## config.mk

```make
export PLATFORM = sky130hd
export DESIGN_NAME = inport_fifo_rc_flat
export DESIGN_NICKNAME = d
export VERILOG_FILES = /design/src/rtl/inport_fifo_rc_if.sv /design/src/rtl/inport_fifo_rc.sv /design/src/flat_wrapper.sv
export SDC_FILE = /design/constraint.sdc
export NUM_CORES = 1
export LEC_CHECK = 0
export ABC_AREA = 1
export CAP_MARGIN = 10
export CORE_ASPECT_RATIO = 1.4
export CORE_MARGIN = 2
export CORE_UTILIZATION = 35
export CTS_BUF_LIST = sky130_fd_sc_hd__clkbuf_2 sky130_fd_sc_hd__clkbuf_4 sky130_fd_sc_hd__clkbuf_8
export CTS_CLUSTER_SIZE = 12
export DETAILED_ROUTE_END_ITERATION = 6
export GPL_ROUTABILITY_DRIVEN = 0
export PLACE_DENSITY = 0.48
export SETUP_SLACK_MARGIN = 0.2
export SYNTH_ARGS = -nofsm -noshare
export SYNTH_HDL_FRONTEND = slang
export SYNTH_SLANG_ARGS = --single-unit
```

## constraint.sdc

```tcl
create_clock -name clk -period 4 [get_ports clk]
set_input_delay 0.4 -clock clk [delete_from_list [all_inputs] [get_ports clk]]
set_output_delay 0.4 -clock clk [all_outputs]
set_load 0.01 [all_outputs]
```

## src/rtl/inport_fifo_rc_if.sv

```systemverilog
`default_nettype none
// +--------------------------------------------------------------------+
// | Module  : inport_fifo_rc_if                                        |
// | Brief   : Flit link between upstream sender, input FIFO and the    |
// |           local switch allocator.                                  |
// | Rev     : 1.0  initial release                                     |
// +--------------------------------------------------------------------+
interface inport_fifo_rc_if #(
    parameter int DATASIZE = 40
) ();
    logic                data_valid_in;
    logic [DATASIZE-1:0] data_in;
    logic                full;
    logic                ready;
    logic [3:0]          label;
    logic [DATASIZE-1:0] data_out;
    logic                empty;
    logic                overflow_err;

    // FIFO side
    modport slave (
        input  data_valid_in, data_in, ready,
        output full, label, data_out, empty, overflow_err
    );

    // Upstream sender plus allocator side
    modport master (
        output data_valid_in, data_in, ready,
        input  full, label, data_out, empty, overflow_err
    );
endinterface
`default_nettype wire

```

## src/rtl/inport_fifo_rc.sv

```systemverilog
`default_nettype none
// +--------------------------------------------------------------------+
// | Module  : inport_fifo_rc                                           |
// | Brief   : Router input port: DEPTH-entry flit FIFO with XY route   |
// |           computation on the head flit. Optional macro             |
// |           INPORT_HOP_COUNT_EN bumps the presented timestamp.       |
// | Rev     : 1.0  initial release                                     |
// +--------------------------------------------------------------------+
module inport_fifo_rc #(
    parameter int DEPTH    = 8,
    parameter int WIDTH    = 3,
    parameter int DATASIZE = 40,
    parameter int CUR_X    = 0,
    parameter int CUR_Y    = 0
) (
    input  wire logic         clk,
    input  wire logic         rst_n,
    inport_fifo_rc_if.slave   bus
);

    localparam logic [WIDTH:0] C_DEPTH = (WIDTH+1)'(DEPTH);
    localparam logic [1:0]     C_CUR_X = 2'(CUR_X);
    localparam logic [1:0]     C_CUR_Y = 2'(CUR_Y);

    localparam logic [3:0] C_LBL_NONE = 4'd0;
    localparam logic [3:0] C_LBL_L    = 4'd1;
    localparam logic [3:0] C_LBL_N    = 4'd2;
    localparam logic [3:0] C_LBL_E    = 4'd3;
    localparam logic [3:0] C_LBL_S    = 4'd4;
    localparam logic [3:0] C_LBL_W    = 4'd5;

    logic [DATASIZE-1:0] mem_q [DEPTH];
    logic [WIDTH-1:0]    rd_ptr_q, rd_ptr_d;
    logic [WIDTH-1:0]    wr_ptr_q, wr_ptr_d;
    logic [WIDTH:0]      count_q,  count_d;
    logic                overflow_q, overflow_d;

    logic                full, empty, push, pop;
    logic [DATASIZE-1:0] head;
    logic [1:0]          dst_x, dst_y;

    assign full  = (count_q == C_DEPTH);
    assign empty = (count_q == '0);
    // A flit offered while full is dropped even if a pop frees a slot this cycle
    assign push  = bus.data_valid_in & ~full;
    assign pop   = bus.ready & ~empty;

    always_comb begin
        rd_ptr_d   = rd_ptr_q;
        wr_ptr_d   = wr_ptr_q;
        count_d    = count_q;
        overflow_d = overflow_q | (bus.data_valid_in & full);
        if (push) wr_ptr_d = wr_ptr_q + WIDTH'(1);
        if (pop)  rd_ptr_d = rd_ptr_q + WIDTH'(1);
        if (push && !pop)      count_d = count_q + (WIDTH+1)'(1);
        else if (pop && !push) count_d = count_q - (WIDTH+1)'(1);
    end

    always_ff @(posedge clk or negedge rst_n) begin
        if (!rst_n) begin
            rd_ptr_q   <= '0;
            wr_ptr_q   <= '0;
            count_q    <= '0;
            overflow_q <= 1'b0;
        end else begin
            rd_ptr_q   <= rd_ptr_d;
            wr_ptr_q   <= wr_ptr_d;
            count_q    <= count_d;
            overflow_q <= overflow_d;
        end
    end

    // Storage is deliberately not reset; emptiness is tracked by count alone
    always_ff @(posedge clk) begin
        if (push) mem_q[wr_ptr_q] <= bus.data_in;
    end

    assign head  = mem_q[rd_ptr_q];
    assign dst_x = head[35:34];
    assign dst_y = head[33:32];

    always_comb begin
        bus.label = C_LBL_NONE;
        if (!empty) begin
            if (dst_x > C_CUR_X)      bus.label = C_LBL_E;
            else if (dst_x < C_CUR_X) bus.label = C_LBL_W;
            else if (dst_y < C_CUR_Y) bus.label = C_LBL_N;
            else if (dst_y > C_CUR_Y) bus.label = C_LBL_S;
            else                      bus.label = C_LBL_L;
        end
    end

`ifdef INPORT_HOP_COUNT_EN
    logic [7:0] ts_inc;
    assign ts_inc       = (head[31:24] == 8'hFF) ? 8'hFF : head[31:24] + 8'd1;
    assign bus.data_out = {head[DATASIZE-1:32], ts_inc, head[23:0]};
`else
    assign bus.data_out = head;
`endif

    assign bus.full         = full;
    assign bus.empty        = empty;
    assign bus.overflow_err = overflow_q;

endmodule
`default_nettype wire
```

## src/flat_wrapper.sv

```systemverilog
// flat-port wrapper written by rule: the top's interface ports become plain ports
module inport_fifo_rc_flat 
#(
    parameter int DEPTH    = 8,
    parameter int WIDTH    = 3,
    parameter int DATASIZE = 40,
    parameter int CUR_X    = 0,
    parameter int CUR_Y    = 0
)
  (clk, rst_n, bus_data_valid_in, bus_data_in, bus_ready, bus_full, bus_label, bus_data_out, bus_empty, bus_overflow_err);
  inport_fifo_rc_if #(.DATASIZE(DATASIZE)) bus_i ();
  input  wire logic clk;
  input  wire logic rst_n;
  input wire logic [$bits(bus_i.data_valid_in)-1:0] bus_data_valid_in;
  input wire logic [$bits(bus_i.data_in)-1:0] bus_data_in;
  input wire logic [$bits(bus_i.ready)-1:0] bus_ready;
  output wire logic [$bits(bus_i.full)-1:0] bus_full;
  output wire logic [$bits(bus_i.label)-1:0] bus_label;
  output wire logic [$bits(bus_i.data_out)-1:0] bus_data_out;
  output wire logic [$bits(bus_i.empty)-1:0] bus_empty;
  output wire logic [$bits(bus_i.overflow_err)-1:0] bus_overflow_err;
  assign bus_i.data_valid_in = bus_data_valid_in;
  assign bus_i.data_in = bus_data_in;
  assign bus_i.ready = bus_ready;
  assign bus_full = bus_i.full;
  assign bus_label = bus_i.label;
  assign bus_data_out = bus_i.data_out;
  assign bus_empty = bus_i.empty;
  assign bus_overflow_err = bus_i.overflow_err;
  inport_fifo_rc #(.DEPTH(DEPTH), .WIDTH(WIDTH), .DATASIZE(DATASIZE), .CUR_X(CUR_X), .CUR_Y(CUR_Y)) u_core (.clk(clk), .rst_n(rst_n), .bus(bus_i));
endmodule
```

==> Word level (Yosys, flattened, before mapping) <==
Memories as Yosys holds them, arrays and structs flattened.
Index checks and enable logic that the tools add are counted.
{ "totals": {"register_bits": 11, "ram_bits": 320, "output_inout_bits": 47, "mem_count": 1} }
{ "mem_list": {"columns": ["name", "depth", "width", "read_ports", "rd_clocked_by_memory_dff", "write_ports", "line_no", "source"], "rows": [
  ["u_core.mem_q", 8, 40, 1, 0, 1, "inport_fifo_rc.sv:32", "logic [DATASIZE-1:0] mem_q [DEPTH];"]
]} }
{ "op_classes": {"add_sub_neg": 4, "order_cmp": 4, "eq_ne": 1, "muxes": 9, "bitwise": 6, "reduce_logical": 6} }
{ "ops": {"columns": ["operator", "n"], "rows": [
  ["$mux W4", 6],
  ["$add A3 B1 Y3 const B", 2],
  ["$add A4 B1 Y4 const B", 1],
  ["$eq A4 B4 Y1 const B", 1],
  ["$gt A2 B1 Y1 const B", 2],
  ["$logic_not A4 Y1", 1],
  ["$lt A2 B1 Y1 const B", 2],
  ["$sub A4 B1 Y4 const B", 1],
  ["$and A1 B1 Y1", 3],
  ["$mux W3", 1],
  ["$logic_and A1 B1 Y1", 2],
  ["$logic_not A1 Y1", 2],
  ["$mux W1", 2],
  ["$not A1 Y1", 2],
  ["$reduce_bool A2 Y1", 1],
  ["$or A1 B1 Y1", 1]
]} }

==> Longest topological paths before layout <==
Gate-level depths: netlist (run 1).
{ "depth": {"depth_word": 7, "ltp_mapped": 12, "mapped_depth_nobuf": 12} }

==> Worst setup path after synthesis (run 1) <==
No wires, ideal clock.
{ "synth_path": {"path_kind": "register -> register", "from": "reg u_core.count_q[0]", "to": "mem u_core.mem_q[0][0], enable pin", "arrival_time_ns": 2.636, "required_ns": 3.563, "path_slack_ns": 0.927, "stages_incl_launch_ff": 6, "cell_sequence": "dfrtp_1 > nor2_1 > nand3_1 > nand2_1 > or2_2 > nor2_1"} }
{ "synth_between": {"elab_chain_cells": 5} }
{ "synth_lines": {"columns": ["item", "line_no", "source"], "rows": [
  ["start: declaration", "inport_fifo_rc.sv:35", "logic [WIDTH:0] count_q, count_d;"],
  ["start signal: assignment", "inport_fifo_rc.sv:68", "count_q <= count_d;"],
  ["$eq A4 B4 Y1", "inport_fifo_rc.sv:42", "assign full = (count_q == C_DEPTH);"],
  ["$not A1 Y1", "inport_fifo_rc.sv:45", "assign push = bus.data_valid_in & ~full;"],
  ["$and A1 B1 Y1", "inport_fifo_rc.sv:45", null],
  ["$mux W1", "inport_fifo_rc.sv:75", "if (push) mem_q[wr_ptr_q] <= bus.data_in;"],
  ["$mux W1 (implied by the code)", "inport_fifo_rc.sv:75", null],
  ["end: declaration", "inport_fifo_rc.sv:32", null]
]} }
No other way between the ends.

==> Worst setup path after layout (run 1) <==
{ "layout_path": {"from": "reg u_core.rd_ptr_q[1]", "to": "out bus_data_out[20]"} }
{ "layout_between": {"elab_chain_cells": 1} }
{ "layout_lines": {"columns": ["item", "line_no", "source"], "rows": [
  ["start: declaration", "inport_fifo_rc.sv:33", "logic [WIDTH-1:0] rd_ptr_q, rd_ptr_d;"],
  ["start signal: assignment", "inport_fifo_rc.sv:66", "rd_ptr_q <= rd_ptr_d;"],
  ["$mem_v2 Z8 W40", null, null],
  ["end: declaration", "flat_wrapper.sv:19", "output wire logic [$bits(bus_i.data_out)-1:0] bus_data_out;"]
]} }
No other way between the ends.

==> results.py, run 1 <==
metrics = {
    "synth": {
        "synth_compound_area_share_pct": 8.74,
        "synth_fa_ha_area_share_pct": 0.623,
        "seq_area_frac_synth_pct": 74.6,
        "synth_xor_area_share_pct": 0.462,
        "async_flop_share_pct": 3.32,
        "yosysTopAreaCell": "edfxtp_1",
        "synth_top_family_by_area": "simple AND/OR/NAND/NOR gates",
        "syn-num-nets": 1110,
        "synth-edff-count": 320,
        "ys_top_cells_by_area": "edfxtp_1, nor2_1, nand2_1",
        "ys_ff_latch": 331,
        "yosysUniqueCellTypes": 28,
        "synth_ff_type": "edfxtp_1",
        "synth_top_area_share_pct": 72.5,
        "syn_area_per_cell_sq_um": 12.5,
        "synth_mux_area_share_pct": 0,
        "synthCells": 1060,
        "synth-simple-area-share_pct": 11.6,
        "yosys_warnings": 0,
        "syn_area_sq_um": 13300,
    },
    "clock_network": {
        "cts.sinks": 331,
        "clockRootBuffer": "clkbuf_8",
        "clkTransAtPathRegs_ns": 0.06,
        "cts_hold_buffers": 0,
        "post_cts_buffers": 0,
        "htreeDepth": 2,
        "cts_buffers": 51,
        "cts_tree": "built",
        "cts_resized": 0,
        "max-clock-path-buffers": 3,
        "clkLatencyLatePin_ns": 0.59,
    },
    "global_routing": {
        "grt_pass1_vias": 8135,
        "grt_remaining_overflow": 0,
        "antenna_found_initial": 1,
        "track_usage_pct": 16.0,
        "grt_pass1_wl_mm": 47.9,
        "grt_max_degree": 162,
    },
    "timing": {
        "fin_crit_ns": 3.58,
        "clock.fmax_mhz": 279,
        "finalCritPeriodShare_pct": 89.5,
        "fin_skew_ns": 0.0240,
        "hold_viol_final": 0,
        "fin_tns_setup_ns": 0,
        "relSlewSlack_pct": 40.3,
        "final_max_slew_viol_count": 0,
        "tightest_slew_ns": 0.895,
        "grt_setup_unrepaired": "no",
        "whs_ns": 0.184,
        "setup_viol": 0,
        "finalWorstSetupSlack_ns": 0.418,
    },
    "placed_design": {
        "dp_slack_ns": 0.996,
        "placed_cells": 1579,
        "dp_hpwl_mm": 15.9,
        "io_buffers": 89,
    },
    "route": {
        "drc": 0,
        "drtIter0Drc": 502,
        "vias": 8083,
        "wl_per_cell_microns": 18.8,
        "first_pass_iters": 4,
        "avgViaCountPerCell": 4.85,
        "routed_wl_mm": 31.3,
        "postRouteAntennaNets": 0,
    },
    "hold_path": {
        "hp-class": "input port to asynchronous set/reset pin",
    },
    "critical_path": {
        "critical_path.cell_chain": "buf_4 -> o21ai_0 -> o21ai_0 -> a21oi_1 -> a31oi_1 -> clkdlybuf4s50_1",
        "worst-setup-path-type": "flop to primary output",
        "cp_top_family": "buffers and inverters",
        "slowest_stage": "dfrtp_2",
        "max_stage_delay_ns": 0.92,
        "cp-end-kind": "primary output",
        "cp.required_ns": 3.60,
        "worst_path_most_repeated_cell": "o21ai_0",
        "start_kind": "flop",
        "crit_buf_inv": 2,
        "critPathMaxFanout": 39,
        "arrival_ns": 3.18,
    },
    "floorplan": {
        "core_area_sq_um": 37400,
        "die_w_microns": 168,
        "io_pins": 91,
        "fp.dieH_microns": 234,
        "rows": 84,
        "dieArea_sq_um": 39500,
        "start_util_pct": 35.4,
    },
    "power_and_ir_drop": {
        "totalPowerFinal_mw": 11.7,
        "cellPowerDensity_nw_per_um2": 748,
        "power_leakage_nw": 5.45,
        "max-vdd-ir-drop_mv": 0.491,
    },
    "outcome": {
        "status": "finished, final reports clean",
    },
    "final_layout": {
        "layout-area-overhead-vs-synth_pct": 17.6,
        "fin_cells": 1666,
        "drive_gt1_share_pct": 9.48,
        "fill_cells": 3525,
        "nNetsFinal": 1209,
    },
    "run": {
        "maxCapViolCount": 0,
    },
}
## power by group
part | internal (mW) | switching (mW) | total [mW] | leakage [nW]
clock network | 1.36 | 1.26 | 2.62 | 0.493
registers | 4.37 | 0.202 | 4.58 | 3.03
logic | 1.68 | 2.78 | 4.46 | 1.93
## worst reg2reg max path, cell delays in order, from the launching register on
cell and delay (ns):
dfrtp_1 0.43, nor2_1 0.08, nand3_1 0.10, nand2_1 0.10
inv_1 0.14, nand2_1 0.26, nor2_4 0.60, buf_12 0.32
## flip-flops by register name, indices dropped and copies added, names as in the netlist
register and cells:
u_core.bus.overflow_err 1, u_core.count_q 4, u_core.wr_ptr_q 3, u_core.mem_q 320, u_core.rd_ptr_q 3
## final cells by class
| cell class | instances | area, sq um | area share, % |
|---|---|---|---|
| Multi-Input combinational cell | 633 | 2900 | 18.6 |
| Sequential cell | 331 | 9890 | 63.5 |
| Clock buffer | 70 | 851 | 5.46 |
| Antenna cell | 1 | 2.50 | 0.0161 |
| Timing Repair Buffer | 107 | 1140 | 7.31 |
| Clock inverter | 16 | 73.8 | 0.474 |
| Inverter | 35 | 136 | 0.875 |
| Tap cell | 473 | 592 | 3.80 |
## per-stage QoR
stage,area [sq um],util [%]
after floorplan,13300,-
after global placement,14700,39.2
after detailed placement,14700,39.2
after CTS,15600,41.6
after global routing,15600,41.7
final,15600,41.7
## synth_stat cells, types with 2 or more instances
library cell and count:
edfxtp_1 320, nor2_1 192, nand2_1 182, o21ai_0 128
a21oi_1 39, a31oi_1 36, inv_1 33, clkbuf_1 22
o21ai_1 18, nand3_1 17, buf_2 16, buf_6 12
dfrtp_1 11, buf_4 9, ha_1 5, xor2_1 4
xnor2_1 3, buf_8 2, nor2_2 2
## final timing paths
check                                         from                 endpoint  slack [ns]  cells after the start
setup / recovery                u_core.rd_ptr_q[1]         bus_data_out[20]        0.42                      6
hold / removal                               rst_n        u_core.count_q[1]        0.18                      1
setup reg to reg                 u_core.count_q[1]      u_core.mem_q[1][14]        1.62                      7
hold reg to reg            u_core.bus.overflow_err  u_core.bus.overflow_err        0.46                      1
max in group asynchronous                    rst_n       u_core.rd_ptr_q[0]        3.36                      1
min in group clk                 bus_data_valid_in  u_core.bus.overflow_err        0.43                      2
## per-layer routing
metal / track usage, % / vias to the layer above / wire [microns]
li1: - / 3933 / -
met1: 19.5 / 3914 / 13300
met2: 28.8 / 173 / 15900
met3: 2.72 / 63 / 1290
met4: 5.20 / 0 / 789
met5: 0 / - / 0
## kinds of logic after synthesis
kind of cell / count (synthesis)
AOI/OAI and AO/OA: 222
xor gates and xnor gates: 7
and+or+nand+nor: 397
other: 1
buffers and inverters: 96
adders and majority gates: 6
DFF: 331
## placed cells by master (no fill, tap or decap), types with 2 or more instances in the layout
| cell type | synthesis | layout |
|---|---|---|
| xor2_1 | 4 | 4 |
| clkinv_1 | 0 | 10 |
| dfrtp_1 | 11 | 9 |
| inv_1 | 33 | 32 |
| clkdlybuf4s50_1 | 0 | 89 |
| clkbuf_8 | 0 | 52 |
| buf_4 | 9 | 9 |
| nand3_1 | 17 | 17 |
| inv_6 | 1 | 2 |
| nand2_1 | 182 | 182 |
| clkbuf_4 | 0 | 18 |
| a31oi_1 | 36 | 36 |
| clkinv_2 | 0 | 4 |
| nor2_2 | 2 | 2 |
| edfxtp_1 | 320 | 320 |
| nor2_4 | 0 | 8 |
| ha_1 | 5 | 5 |
| o21ai_0 | 128 | 128 |
| a21oi_1 | 39 | 39 |
| buf_12 | 0 | 9 |
| nor2_1 | 192 | 184 |
| o21ai_1 | 18 | 18 |
| xnor2_1 | 3 | 3 |
| inv_2 | 1 | 2 |
Power figures use the tool's default switching activity.
==> inputs of run 2 (changes only) <==
--- a/config.mk
+++ b/config.mk
@@ -6,6 +6,7 @@
 export NUM_CORES = 1
 export LEC_CHECK = 0
 export ABC_AREA = 1
+export ABC_CLOCK_PERIOD_IN_PS = 4000
 export CAP_MARGIN = 10
 export CORE_ASPECT_RATIO = 1.4
 export CORE_MARGIN = 2
==> results of run 2 <==
Same layout as run 1: the final DEF is identical, and so are final timing and power.
